==> src/rtl/bitserial_adder_pkg.sv <==
// Bit-serial adder shared definitions.
// Op encodings, FSM states and sizing helpers.
package bitserial_adder_pkg;

    localparam logic [1:0] OP_ADD = 2'b00;
    localparam logic [1:0] OP_SUB = 2'b01;
    localparam logic [1:0] OP_ACC = 2'b10;
    localparam logic [1:0] OP_CLR = 2'b11;

    typedef enum logic [1:0] {
        IDLE = 2'b00,
        RUN  = 2'b01,
        DONE = 2'b10
    } state_e;

    // Bits needed for a 0..w-1 bit counter.
    function automatic int cnt_bits(input int w);
        return (w > 2) ? $clog2(w) : 1;
    endfunction

endpackage

==> src/rtl/bitserial_adder_if.sv <==
// Bit-serial adder request/result bundle.
// master drives requests and consumes results; slave is the adder.
interface bitserial_adder_if #(
    parameter int WIDTH = 8
);
    logic             in_valid;
    logic             in_ready;
    logic [1:0]       op;
    logic [WIDTH-1:0] a;
    logic [WIDTH-1:0] b;
    logic             cin;
    logic             out_valid;
    logic             out_ready;
    logic [WIDTH-1:0] sum;
    logic             cout;
    logic             ovf;

    modport master (
        output in_valid, op, a, b, cin, out_ready,
        input  in_ready, out_valid, sum, cout, ovf
    );

    modport slave (
        input  in_valid, op, a, b, cin, out_ready,
        output in_ready, out_valid, sum, cout, ovf
    );

endinterface

==> src/rtl/bitserial_adder_fa_cell.sv <==
// Single-bit full adder cell.
// The only arithmetic element in the serial datapath.
module fa_cell (
    input  logic a,
    input  logic b,
    input  logic cin,
    output logic s,
    output logic co
);

    assign s  = a ^ b ^ cin;
    assign co = (a & b) | (a & cin) | (b & cin);

endmodule

==> src/rtl/bitserial_adder.sv <==
// Bit-serial add/sub/accumulate unit.
// One bit per cycle LSB-first through a single full-adder cell.
module bitserial_adder
    import bitserial_adder_pkg::*;
#(
    parameter int WIDTH = 8
) (
    input  logic               clk,
    input  logic               rst,
    bitserial_adder_if.slave   bus
);

    localparam int CW = cnt_bits(WIDTH);
    localparam logic [CW-1:0] LAST = CW'(WIDTH - 1);

    state_e           state;
    logic [1:0]       op_q;
    logic [WIDTH-1:0] a_sr;
    logic [WIDTH-1:0] b_sr;
    logic [WIDTH-1:0] acc;
    logic [CW-1:0]    cnt;
    logic             carry;

    logic             in_ready;
    logic             out_valid;
    logic [WIDTH-1:0] sum;
    logic             cout;
    logic             ovf;

    logic             fa_s;
    logic             fa_co;
    logic [WIDTH-1:0] res_next;

    fa_cell u_fa (
        .a   (a_sr[0]),
        .b   (b_sr[0]),
        .cin (carry),
        .s   (fa_s),
        .co  (fa_co)
    );

    // a_sr doubles as the result register: sum bits enter at the MSB.
    assign res_next = {fa_s, a_sr[WIDTH-1:1]};

    assign bus.in_ready  = in_ready;
    assign bus.out_valid = out_valid;
    assign bus.sum       = sum;
    assign bus.cout      = cout;
    assign bus.ovf       = ovf;

    // Control FSM and serial datapath; all outputs registered.
    always_ff @(posedge clk or posedge rst) begin
        if (rst) begin
            state     <= IDLE;
            op_q      <= OP_ADD;
            a_sr      <= '0;
            b_sr      <= '0;
            acc       <= '0;
            cnt       <= '0;
            carry     <= 1'b0;
            in_ready  <= 1'b1;
            out_valid <= 1'b0;
            sum       <= '0;
            cout      <= 1'b0;
            ovf       <= 1'b0;
        end else begin
            unique case (state)
                IDLE: begin
                    if (bus.in_valid) begin
                        op_q     <= bus.op;
                        in_ready <= 1'b0;
                        state    <= RUN;
                        cnt      <= '0;
                        unique case (bus.op)
                            OP_ADD: begin
                                a_sr  <= bus.a;
                                b_sr  <= bus.b;
                                carry <= bus.cin;
                            end
                            OP_SUB: begin
                                a_sr  <= bus.a;
                                b_sr  <= ~bus.b;
                                carry <= 1'b1;
                            end
                            OP_ACC: begin
                                a_sr  <= acc;
                                b_sr  <= bus.a;
                                carry <= bus.cin;
                            end
                            default: begin
                                // Clear spends exactly one pass in RUN.
                                a_sr  <= '0;
                                b_sr  <= '0;
                                carry <= 1'b0;
                                cnt   <= LAST;
                            end
                        endcase
                    end
                end
                RUN: begin
                    a_sr  <= res_next;
                    b_sr  <= {1'b0, b_sr[WIDTH-1:1]};
                    carry <= fa_co;
                    cnt   <= cnt + CW'(1);
                    if (cnt == LAST) begin
                        state     <= DONE;
                        out_valid <= 1'b1;
                        cnt       <= '0;
                        carry     <= 1'b0;
                        if (op_q == OP_CLR) begin
                            acc  <= '0;
                            sum  <= '0;
                            cout <= 1'b0;
                            ovf  <= 1'b0;
                        end else begin
                            sum  <= res_next;
                            cout <= fa_co;
                            ovf  <= fa_co ^ carry;
                            if (op_q == OP_ACC) begin
                                acc <= res_next;
                            end
                        end
                    end
                end
                DONE: begin
                    if (bus.out_ready) begin
                        out_valid <= 1'b0;
                        in_ready  <= 1'b1;
                        state     <= IDLE;
                    end
                end
                default: begin
                    state     <= IDLE;
                    in_ready  <= 1'b1;
                    out_valid <= 1'b0;
                end
            endcase
        end
    end

endmodule

==> src/flat_wrapper.sv <==
// flat-port wrapper written by rule: the top's interface ports become plain ports
module bitserial_adder_flat import bitserial_adder_pkg::*;
#(
    parameter int WIDTH = 8
)
  (clk, rst, bus_in_valid, bus_op, bus_a, bus_b, bus_cin, bus_out_ready, bus_in_ready, bus_out_valid, bus_sum, bus_cout, bus_ovf);
  bitserial_adder_if #(.WIDTH(WIDTH)) bus_i ();
  input  logic clk;
  input  logic rst;
  input wire logic [$bits(bus_i.in_valid)-1:0] bus_in_valid;
  input wire logic [$bits(bus_i.op)-1:0] bus_op;
  input wire logic [$bits(bus_i.a)-1:0] bus_a;
  input wire logic [$bits(bus_i.b)-1:0] bus_b;
  input wire logic [$bits(bus_i.cin)-1:0] bus_cin;
  input wire logic [$bits(bus_i.out_ready)-1:0] bus_out_ready;
  output wire logic [$bits(bus_i.in_ready)-1:0] bus_in_ready;
  output wire logic [$bits(bus_i.out_valid)-1:0] bus_out_valid;
  output wire logic [$bits(bus_i.sum)-1:0] bus_sum;
  output wire logic [$bits(bus_i.cout)-1:0] bus_cout;
  output wire logic [$bits(bus_i.ovf)-1:0] bus_ovf;
  assign bus_i.in_valid = bus_in_valid;
  assign bus_i.op = bus_op;
  assign bus_i.a = bus_a;
  assign bus_i.b = bus_b;
  assign bus_i.cin = bus_cin;
  assign bus_i.out_ready = bus_out_ready;
  assign bus_in_ready = bus_i.in_ready;
  assign bus_out_valid = bus_i.out_valid;
  assign bus_sum = bus_i.sum;
  assign bus_cout = bus_i.cout;
  assign bus_ovf = bus_i.ovf;
  bitserial_adder #(.WIDTH(WIDTH)) u_core (.clk(clk), .rst(rst), .bus(bus_i));
endmodule
==> config.mk <==
export PLATFORM = sky130hd
export DESIGN_NAME = bitserial_adder_flat
export DESIGN_NICKNAME = d
export VERILOG_FILES = /design/src/rtl/bitserial_adder_pkg.sv /design/src/rtl/bitserial_adder_if.sv /design/src/rtl/bitserial_adder_fa_cell.sv /design/src/rtl/bitserial_adder.sv /design/src/flat_wrapper.sv
export SDC_FILE = /design/constraint.sdc
export NUM_CORES = 1
export LEC_CHECK = 0
export CORE_ASPECT_RATIO = 1.2
export CORE_MARGIN = 3
export CORE_UTILIZATION = 50
export CTS_CLUSTER_SIZE = 25
export DETAILED_ROUTE_END_ITERATION = 16
export PLACE_DENSITY_LB_ADDON = 0.1
export SYNTH_ARGS = -nofsm -noshare
export SYNTH_HDL_FRONTEND = slang
export SYNTH_SLANG_ARGS = --single-unit
==> constraint.sdc <==
create_clock -name clk -period 2.1 [get_ports clk]
set_input_delay 0.42 -clock clk [delete_from_list [all_inputs] [get_ports clk]]
set_output_delay 0.42 -clock clk [all_outputs]
set_load 0.05 [all_outputs]
==> impl_metrics.env, run 1 <==
export IMPL_path_class="reg -> out"
export IMPL_use_met1_pct=28.77
export IMPL_drcViolationCount=0
export IMPL_viasPerCell=5.470
export IMPL_core_um2=4294
export IMPL_p_leak_nw=1.193
export IMPL_postCtsHoldBufs=0
export IMPL_cp_end_kind="output pin"
export IMPL_yosys_area_share_simple_pct=17.08
export IMPL_cp_top_family="buffers and inverters"
export IMPL_synth_xor_area_share_pct=3.516
export IMPL_drtPass1Iterations=4
export IMPL_worst_pin_slew_ps=583.9
export IMPL_synth_top_family_by_area="compound AO/OA/AOI/OAI gates"
export IMPL_routedWlPerCell_um=16.14
export IMPL_final_hold_viol_count=0
export IMPL_wirelength_um=5180
export IMPL_synth_edf_count=0
export IMPL_netlist_instances=230
export IMPL_grt_max_degree=24
export IMPL_crit_buf_inv=1
export IMPL_cts_root_buf="clkbuf_8"
export IMPL_path_clk_slew_ps=80
export IMPL_min_period_ps=1885
export IMPL_fmax_ghz=0.5305
export IMPL_layout_commonest_cell="dfrtp_1"
export IMPL_initial_core_util_pct=52.21
export IMPL_std_cell_rows=26
export IMPL_final_util_pct=63.37
export IMPL_grt_busiest_layer="met2"
export IMPL_detail_route_antenna_nets=0
export IMPL_hold_path_class="in -> async"
export IMPL_ys_warnings_count=0
export IMPL_whs_ps=475.9
export IMPL_cts_max_level=2
export IMPL_slowest_stage="clkdlybuf4s50_1"
export IMPL_rsz0062_at_grt="no"
export IMPL_slew_headroom_pct=61.03
export IMPL_worst_path_max_fanout=2
export IMPL_post_cts_resized=0
export IMPL_finalPower_w=0.003730
export IMPL_multi_input_area_um2=1031
export IMPL_drive_gt1_share_pct=10.57
export IMPL_dieWidth_um=67.13
export IMPL_use_met2_pct=34.41
export IMPL_cts_buffers=5
export IMPL_max_stage_delay_ps=810
export IMPL_syn_nets=256
export IMPL_cts_path_max_buffers=2
export IMPL_synth_async_sr_flop_share_pct=100.0
export IMPL_status="finished, final reports clean"
export IMPL_cp_data_arrival_time_ps=1470
export IMPL_ios=35
export IMPL_area_growth_syn_to_layout_pct=21.37
export IMPL_synthAdderAreaFrac_pct=2.009
export IMPL_gp_congestion=0.8071
export IMPL_yosys_register_bits=44
export IMPL_synth_compound_area_share_pct=22.94
export IMPL_ir_drop_mv=0.9298
export IMPL_skew_ps=8.286
export IMPL_synthesis_area_um2=2242
export IMPL_cts_sinks=44
export IMPL_grt_usage_pct=21.16
export IMPL_maxCapViolCount=0
export IMPL_grt_pass1_vias=1729
export IMPL_synth_ff_type="dfrtp_1"
export IMPL_dpl_worst_slack_ps=76.94
export IMPL_setup_worst_path_start_class="register"
export IMPL_nets=290
export IMPL_grt_use_met3_pct=4.668
export IMPL_syn_area_per_cell_um2=9.748
export IMPL_grt_pass1_wl_um=8556
export IMPL_fin_tns_setup_ps=0
export IMPL_layout_common_cells="dfrtp_1 (43), clkdlybuf4s50_1 (33), nand2_1 (32), o21ai_0 (32), nor2_1 (19)"
export IMPL_synthMuxAreaShare_pct=0.4464
export IMPL_drv_slew=0
export IMPL_post_cts_setup_buffers=0
export IMPL_fp_dieH_um=79.36
export IMPL_portBuffers=34
export IMPL_grt_overflow=0
export IMPL_reg2reg_slack_ps=430
export IMPL_antenna_cells=0
export IMPL_ys_seq_area_share_pct=49.16
export IMPL_finalSetupViolCount=0
export IMPL_worst_slack_ps=214.9
export IMPL_insertion_delay_ps=290
export IMPL_via_count=1756
export IMPL_ys_types=36
export IMPL_cp_cell_sequence="clkdlybuf4s50_1"
export IMPL_hpwl_um=3742
export IMPL_nFillCells=407
export IMPL_cts_tree="done"
export IMPL_seqCellArea_um2=1102
export IMPL_dieArea_um2=5327
export IMPL_drtIter0Drc=76
export IMPL_cp_required_ps=1680
export IMPL_antenna_found_initial=0
export IMPL_cellPowerDensity_nw_per_um2=1371
export IMPL_finalCritPeriodShare_pct=89.77
## through the flow
| stage | cell area, um^2 | instances |
|---|---|---|
| final | 2721 | 321 |
| after detailed placement | 2640 | 313 |
| after global placement | 2640 | 313 |
| after CTS | 2721 | 321 |
| after global routing | 2721 | 321 |
| after floorplan | 2242 | 230 |
## synthesized netlist by cell type, types with 2 or more instances
cell / count / share of area, %
a221oi_2: 6 / 4.0
xor2_1: 8 / 3.1
ha_1: 2 / 1.1
nor2_1: 19 / 3.2
nand2_1: 32 / 5.4
nand2b_1: 11 / 3.1
o21ai_0: 32 / 7.1
buf_6: 2 / 1.0
a21oi_1: 5 / 1.1
nand4b_1: 2 / 0.78
a221oi_1: 2 / 0.78
nor2b_1: 9 / 2.5
dfrtp_1: 43 / 48
buf_2: 6 / 1.3
o22ai_1: 7 / 2.0
inv_1: 7 / 1.2
a22oi_1: 7 / 2.3
clkbuf_1: 6 / 1.0
a221o_1: 3 / 1.3
o31ai_1: 5 / 1.7
## area by class of cell
class | instances | share of cell area [%]
multi-input combinational | 164 | 37.89
sequential | 44 | 40.51
inverter | 7 | 0.9655
tap | 56 | 2.575
clock inverter | 1 | 0.1839
clock buffer | 7 | 2.805
timing repair buffer | 42 | 15.08
## logic make-up (layout without fill, tap and decap cells)
| family | Yosys count | after routing |
|---|---|---|
| AO/OA/AOI/OAI | 73 | 73 |
| multiplexers | 1 | 1 |
| buffers and inverters | 22 | 57 |
| flip-flops | 44 | 44 |
| XOR/XNOR | 9 | 9 |
| adder cells (fa/ha/maj) | 3 | 3 |
| AND/OR/NAND/NOR | 78 | 78 |
## where the power goes
part           switching, W  internal [W]  total [W]
clock network      0.000279      0.000234   0.000513
logic              0.000971      0.000684    0.00166
registers          0.000345       0.00122    0.00156
total               0.00160       0.00213    0.00373
## flip-flops by register name, summed over array words and instances, names as in the netlist
name / cells
u_core.a_sr: 8
u_core.acc: 8
u_core.b_sr: 8
u_core.bus.cout: 1
u_core.bus.in_ready: 1
u_core.bus.out_valid: 1
u_core.bus.ovf: 1
u_core.bus.sum: 8
u_core.carry: 1
u_core.cnt: 3
u_core.op_q: 2
u_core.state: 2
## layer usage
| layer | part of all wire, % | up-vias |
|---|---|---|
| li1 | - | 874 |
| met2 | 50 | 20 |
| met4 | 0.75 | 0 |
| met5 | 0 | - |
| met1 | 47 | 858 |
| met3 | 2.9 | 4 |
## final timing paths
kind	startpoint	end	cells after the start
min in group clk	u_core.bus.out_valid$_DFFE_PP0P_	u_core.bus.out_valid$_DFFE_PP0P_	2
worst max-delay path	u_core.bus.sum[1]$_DFFE_PP0P_	bus_sum[1]	1
worst max register to register	u_core.cnt[0]$_DFFE_PP0P_	u_core.bus.sum[7]$_DFFE_PP0P_	4
worst min-delay path	rst	u_core.bus.sum[6]$_DFFE_PP0P_	2
max in group asynchronous	rst	u_core.a_sr[4]$_DFFE_PP0P_	3
worst min register to register	u_core.bus.out_valid$_DFFE_PP0P_	u_core.bus.out_valid$_DFFE_PP0P_	2
Note: power is estimated with default switching activity, not from simulation.
==> run 2, diff against run 1 <==
--- a/config.mk
+++ b/config.mk
@@ -7,7 +7,7 @@
 export LEC_CHECK = 0
 export CORE_ASPECT_RATIO = 1.2
 export CORE_MARGIN = 3
-export CORE_UTILIZATION = 50
+export CORE_UTILIZATION = 45
 export CTS_CLUSTER_SIZE = 25
 export DETAILED_ROUTE_END_ITERATION = 16
 export PLACE_DENSITY_LB_ADDON = 0.1
==> impl_metrics.env, run 2 (synthesis results as in run 1) <==
export IMPL_via_count=1761
export IMPL_cts_tree="done"
export IMPL_antenna_found_initial=0
export IMPL_whs_ps=428.7
export IMPL_drv_slew=0
export IMPL_wirelength_um=4956
export IMPL_layout_commonest_cell="dfrtp_1"
export IMPL_cts_sinks=44
export IMPL_cp_top_family="buffers and inverters"
export IMPL_antenna_cells=0
export IMPL_fin_tns_setup_ps=0
export IMPL_detail_route_antenna_nets=0
export IMPL_cp_end_kind="output pin"
export IMPL_setup_worst_path_start_class="register"
export IMPL_ir_drop_mv=0.7963
export IMPL_drtIter0Drc=83
export IMPL_slowest_stage="clkdlybuf4s50_1"
export IMPL_dieWidth_um=70.44
export IMPL_grt_pass1_wl_um=8645
export IMPL_placed_cells=315
export IMPL_max_stage_delay_ps=810
export IMPL_min_period_ps=1890
export IMPL_cts_path_max_buffers=2
export IMPL_grt_max_degree=35
export IMPL_drtPass1Iterations=4
export IMPL_worst_path_max_fanout=2
export IMPL_viasPerCell=5.452
export IMPL_hold_path_class="in -> async"
export IMPL_cts_root_buf="clkbuf_8"
export IMPL_grt_usage_pct=18.15
export IMPL_cts_max_level=2
export IMPL_std_cell_rows=27
export IMPL_cp_required_ps=1680
export IMPL_postCtsHoldBufs=0
export IMPL_status="finished, final reports clean"
export IMPL_rsz0062_at_grt="no"
export IMPL_cp_cell_sequence="clkdlybuf4s50_1"
export IMPL_worst_pin_slew_ps=531.3
export IMPL_nets=290
export IMPL_post_cts_resized=0
export IMPL_grt_pass1_vias=1810
export IMPL_drive_gt1_share_pct=11.32
export IMPL_nFillCells=425
export IMPL_fp_dieH_um=83.33
export IMPL_ios=35
export IMPL_gp_congestion=0.7451
export IMPL_slew_headroom_pct=64.54
export IMPL_skew_ps=8.778
export IMPL_path_class="reg -> out"
export IMPL_cp_data_arrival_time_ps=1470
export IMPL_drcViolationCount=0
export IMPL_dieArea_um2=5869
export IMPL_cts_buffers=5
export IMPL_final_hold_viol_count=0
export IMPL_initial_core_util_pct=47.75
export IMPL_final_cells=323
export IMPL_core_um2=4696
export IMPL_area_growth_syn_to_layout_pct=21.76
export IMPL_maxCapViolCount=0
export IMPL_crit_cells=1
export IMPL_path_clk_slew_ps=90
export IMPL_insertion_delay_ps=300
export IMPL_fmax_ghz=0.5291
export IMPL_post_cts_setup_buffers=0
export IMPL_p_leak_nw=1.198
export IMPL_finalCritPeriodShare_pct=89.99
export IMPL_layout_common_cells="dfrtp_1 (43), clkdlybuf4s50_1 (33), nand2_1 (32), o21ai_0 (32), nor2_1 (19)"
export IMPL_reg2reg_depth=4
export IMPL_cellPowerDensity_nw_per_um2=1363
export IMPL_hpwl_um=3591
export IMPL_portBuffers=34
export IMPL_grt_overflow=0
export IMPL_finalSetupViolCount=0
export IMPL_crit_buf_inv=1
export IMPL_routedWlPerCell_um=15.34
==> run 2: cell types whose count changed in the layout (fill, tap and decap cells not counted) <==
cell	previous run	this run
clkinv_2	1	2
clkbuf_1	2	0
clkinv_4	0	1
==> run 2: metrics by stage <==
| step | util (%) | cell area (um^2) | total power (W) | worst slack, ps |
|---|---|---|---|---|
| floorplan | - | 2242 | 0.002708 | 570.4 |
| global placement | 56.28 | 2643 | 0.003190 | 219.2 |
| detailed placement | 56.28 | 2643 | 0.003223 | 113.3 |
| CTS | 58.14 | 2730 | 0.003766 | 187.5 |
| global route | 58.14 | 2730 | 0.004033 | 149.4 |
| finish | 58.14 | 2730 | 0.003722 | 210.1 |
==> run 2: cell type report <==
class | instances | area, um^2 | share of cell area, %
timing repair buffer | 42 | 410.4 | 15.03
inverter | 7 | 26.28 | 0.9624
sequential | 44 | 1102 | 40.38
clock inverter | 3 | 18.77 | 0.6874
clock buffer | 5 | 68.82 | 2.521
tap | 58 | 72.57 | 2.658
multi-input combinational | 164 | 1031 | 37.76
==> run 2: worst register-to-register path, cell delays in order, from the launching register on <==
cell	delay [ps]
dfrtp_1	400
ha_1	170
ha_1	280
nand3b_2	360
o31ai_1	350
==> run 2: worst paths after layout <==
check,endpoint,slack [ps],from
max,bus_ovf,210,u_core.bus.ovf$_DFFE_PP0P_
min,u_core.bus.ovf$_DFFE_PP0P_,430,rst
max reg2reg,u_core.bus.cout$_DFFE_PP0P_,450,u_core.cnt[0]$_DFFE_PP0P_
min reg2reg,u_core.bus.out_valid$_DFFE_PP0P_,480,u_core.bus.out_valid$_DFFE_PP0P_
max in group asynchronous,u_core.b_sr[1]$_DFFE_PP0P_,1130,rst
min in group clk,u_core.bus.out_valid$_DFFE_PP0P_,480,u_core.bus.out_valid$_DFFE_PP0P_
==> run 2: power breakdown <==
| part | total (W) | switching (W) | internal, W |
|---|---|---|---|
| combinational | 0.00165 | 0.000967 | 0.000685 |
| sequential | 0.00154 | 0.000327 | 0.00122 |
| clock | 0.000527 | 0.000295 | 0.000232 |
| total | 0.00372 | 0.00159 | 0.00213 |
==> run 2: layer usage <==
metal,GRT usage [%],up-vias,wire length [um]
met5,0,-,0
met4,5.052,0,44
met3,3.995,5,167
met2,29.98,29,2464
met1,23.79,854,2280
li1,-,873,-
==> run 3, diff against run 2 <==
--- a/config.mk
+++ b/config.mk
@@ -10,6 +10,7 @@
 export CORE_UTILIZATION = 45
 export CTS_CLUSTER_SIZE = 25
 export DETAILED_ROUTE_END_ITERATION = 16
+export MAX_ROUTING_LAYER = met4
 export PLACE_DENSITY_LB_ADDON = 0.1
 export SYNTH_ARGS = -nofsm -noshare
 export SYNTH_HDL_FRONTEND = slang
==> impl_metrics.env, run 3 (synthesis results as in run 1) <==
export IMPL_cellPowerDensity_nw_per_um2=1364
export IMPL_min_period_ps=1889
export IMPL_postCtsHoldBufs=0
export IMPL_fp_dieH_um=83.33
export IMPL_dpl_worst_slack_ps=113.3
export IMPL_viasPerCell=5.477
export IMPL_cp_required_ps=1680
export IMPL_finalCritPeriodShare_pct=89.97
export IMPL_nets=290
export IMPL_maxCapViolCount=0
export IMPL_cts_root_buf="clkbuf_8"
export IMPL_drcViolationCount=0
export IMPL_dieWidth_um=70.44
export IMPL_whs_ps=427.3
export IMPL_cp_cell_sequence="clkdlybuf4s50_1"
export IMPL_drv_slew=0
export IMPL_antenna_found_initial=0
export IMPL_grt_pass1_wl_um=8645
export IMPL_rsz0062_at_grt="no"
export IMPL_path_clk_slew_ps=90
export IMPL_skew_ps=8.222
export IMPL_final_hold_viol_count=0
export IMPL_crit_buf_inv=1
export IMPL_cts_path_max_buffers=2
export IMPL_antenna_cells=0
export IMPL_ir_drop_mv=0.7961
export IMPL_routedWlPerCell_um=15.30
export IMPL_core_um2=4696
export IMPL_slew_headroom_pct=64.11
export IMPL_wirelength_um=4941
export IMPL_hold_path_class="in -> async"
export IMPL_cts_max_level=2
export IMPL_finalPower_w=0.003725
export IMPL_dieArea_um2=5869
export IMPL_grt_pass1_vias=1805
export IMPL_gp_congestion=0.7545
export IMPL_cts_sinks=44
export IMPL_hpwl_um=3591
export IMPL_layout_common_cells="dfrtp_1 (43), clkdlybuf4s50_1 (33), nand2_1 (32), o21ai_0 (32), nor2_1 (19)"
export IMPL_grt_overflow=0
export IMPL_area_growth_syn_to_layout_pct=21.76
export IMPL_grt_max_degree=35
export IMPL_setup_worst_path_start_class="register"
export IMPL_initial_core_util_pct=47.75
export IMPL_drtIter0Drc=96
export IMPL_portBuffers=34
export IMPL_final_cells=323
export IMPL_insertion_delay_ps=300
export IMPL_fin_tns_setup_ps=0
export IMPL_worst_slack_ps=210.7
export IMPL_finalSetupViolCount=0
export IMPL_placed_cells=315
export IMPL_max_stage_delay_ps=810
export IMPL_worst_path_max_fanout=2
export IMPL_cp_top_family="buffers and inverters"
export IMPL_cp_data_arrival_time_ps=1470
export IMPL_fmax_ghz=0.5293
export IMPL_status="finished, final reports clean"
export IMPL_path_class="reg -> out"
export IMPL_slowest_stage="clkdlybuf4s50_1"
export IMPL_cts_tree="done"
export IMPL_via_count=1769
export IMPL_std_cell_rows=27
export IMPL_worst_pin_slew_ps=537.8
export IMPL_cts_buffers=5
export IMPL_ios=35
export IMPL_layout_commonest_cell="dfrtp_1"
export IMPL_cp_end_kind="output pin"
export IMPL_post_cts_resized=0
export IMPL_drive_gt1_share_pct=11.32
export IMPL_p_leak_nw=1.198
export IMPL_detail_route_antenna_nets=0
export IMPL_grt_usage_pct=18.68
export IMPL_drtPass1Iterations=4
export IMPL_post_cts_setup_buffers=0
-- run 3: report_power, final --
part	total (W)	leakage, nW	internal (W)	switching (W)
Clock	0.000532	0.0479	0.000232	0.000299
Combinational	0.00165	0.603	0.000685	0.000967
Sequential	0.00154	0.548	0.00122	0.000326
-- run 3: layout make-up --
| cell class | instances | area [um^2] |
|---|---|---|
| Clock buffer | 5 | 68.82 |
| Clock inverter | 3 | 18.77 |
| Fill cell | 425 | 1966 |
| Inverter | 7 | 26.28 |
| Multi-Input combinational cell | 164 | 1031 |
| Sequential cell | 44 | 1102 |
| Tap cell | 58 | 72.57 |
| Timing Repair Buffer | 42 | 410.4 |
-- run 3: stage by stage --
step / util (%) / instance area [um^2]
finish: 58.14 / 2730
global placement: 56.28 / 2643
global route: 58.14 / 2730
CTS: 58.14 / 2730
floorplan: - / 2242
detailed placement: 56.28 / 2643
-- run 3: path summary, 6_finish.rpt --
path | from | to | slack (ps) | cells after the start
worst max-delay path | u_core.bus.ovf$_DFFE_PP0P_ | bus_ovf | 210 | 1
worst min-delay path | rst | u_core.bus.ovf$_DFFE_PP0P_ | 430 | 2
worst max register to register | u_core.cnt[0]$_DFFE_PP0P_ | u_core.bus.cout$_DFFE_PP0P_ | 450 | 4
worst min register to register | u_core.bus.out_valid$_DFFE_PP0P_ | u_core.bus.out_valid$_DFFE_PP0P_ | 480 | 2
max in group asynchronous | rst | u_core.b_sr[1]$_DFFE_PP0P_ | 1130 | 3
min in group clk | u_core.bus.out_valid$_DFFE_PP0P_ | u_core.bus.out_valid$_DFFE_PP0P_ | 480 | 2
-- run 3: routing by layer --
metal	part of all wire [%]	wire [um]	GRT usage (%)	up-vias
li1	-	-	-	871
met1	46	2273	23.95	864
met2	50	2475	29.98	29
met3	3.0	148	3.874	5
met4	0.89	44	5.052	0
met5	0	0	-	-
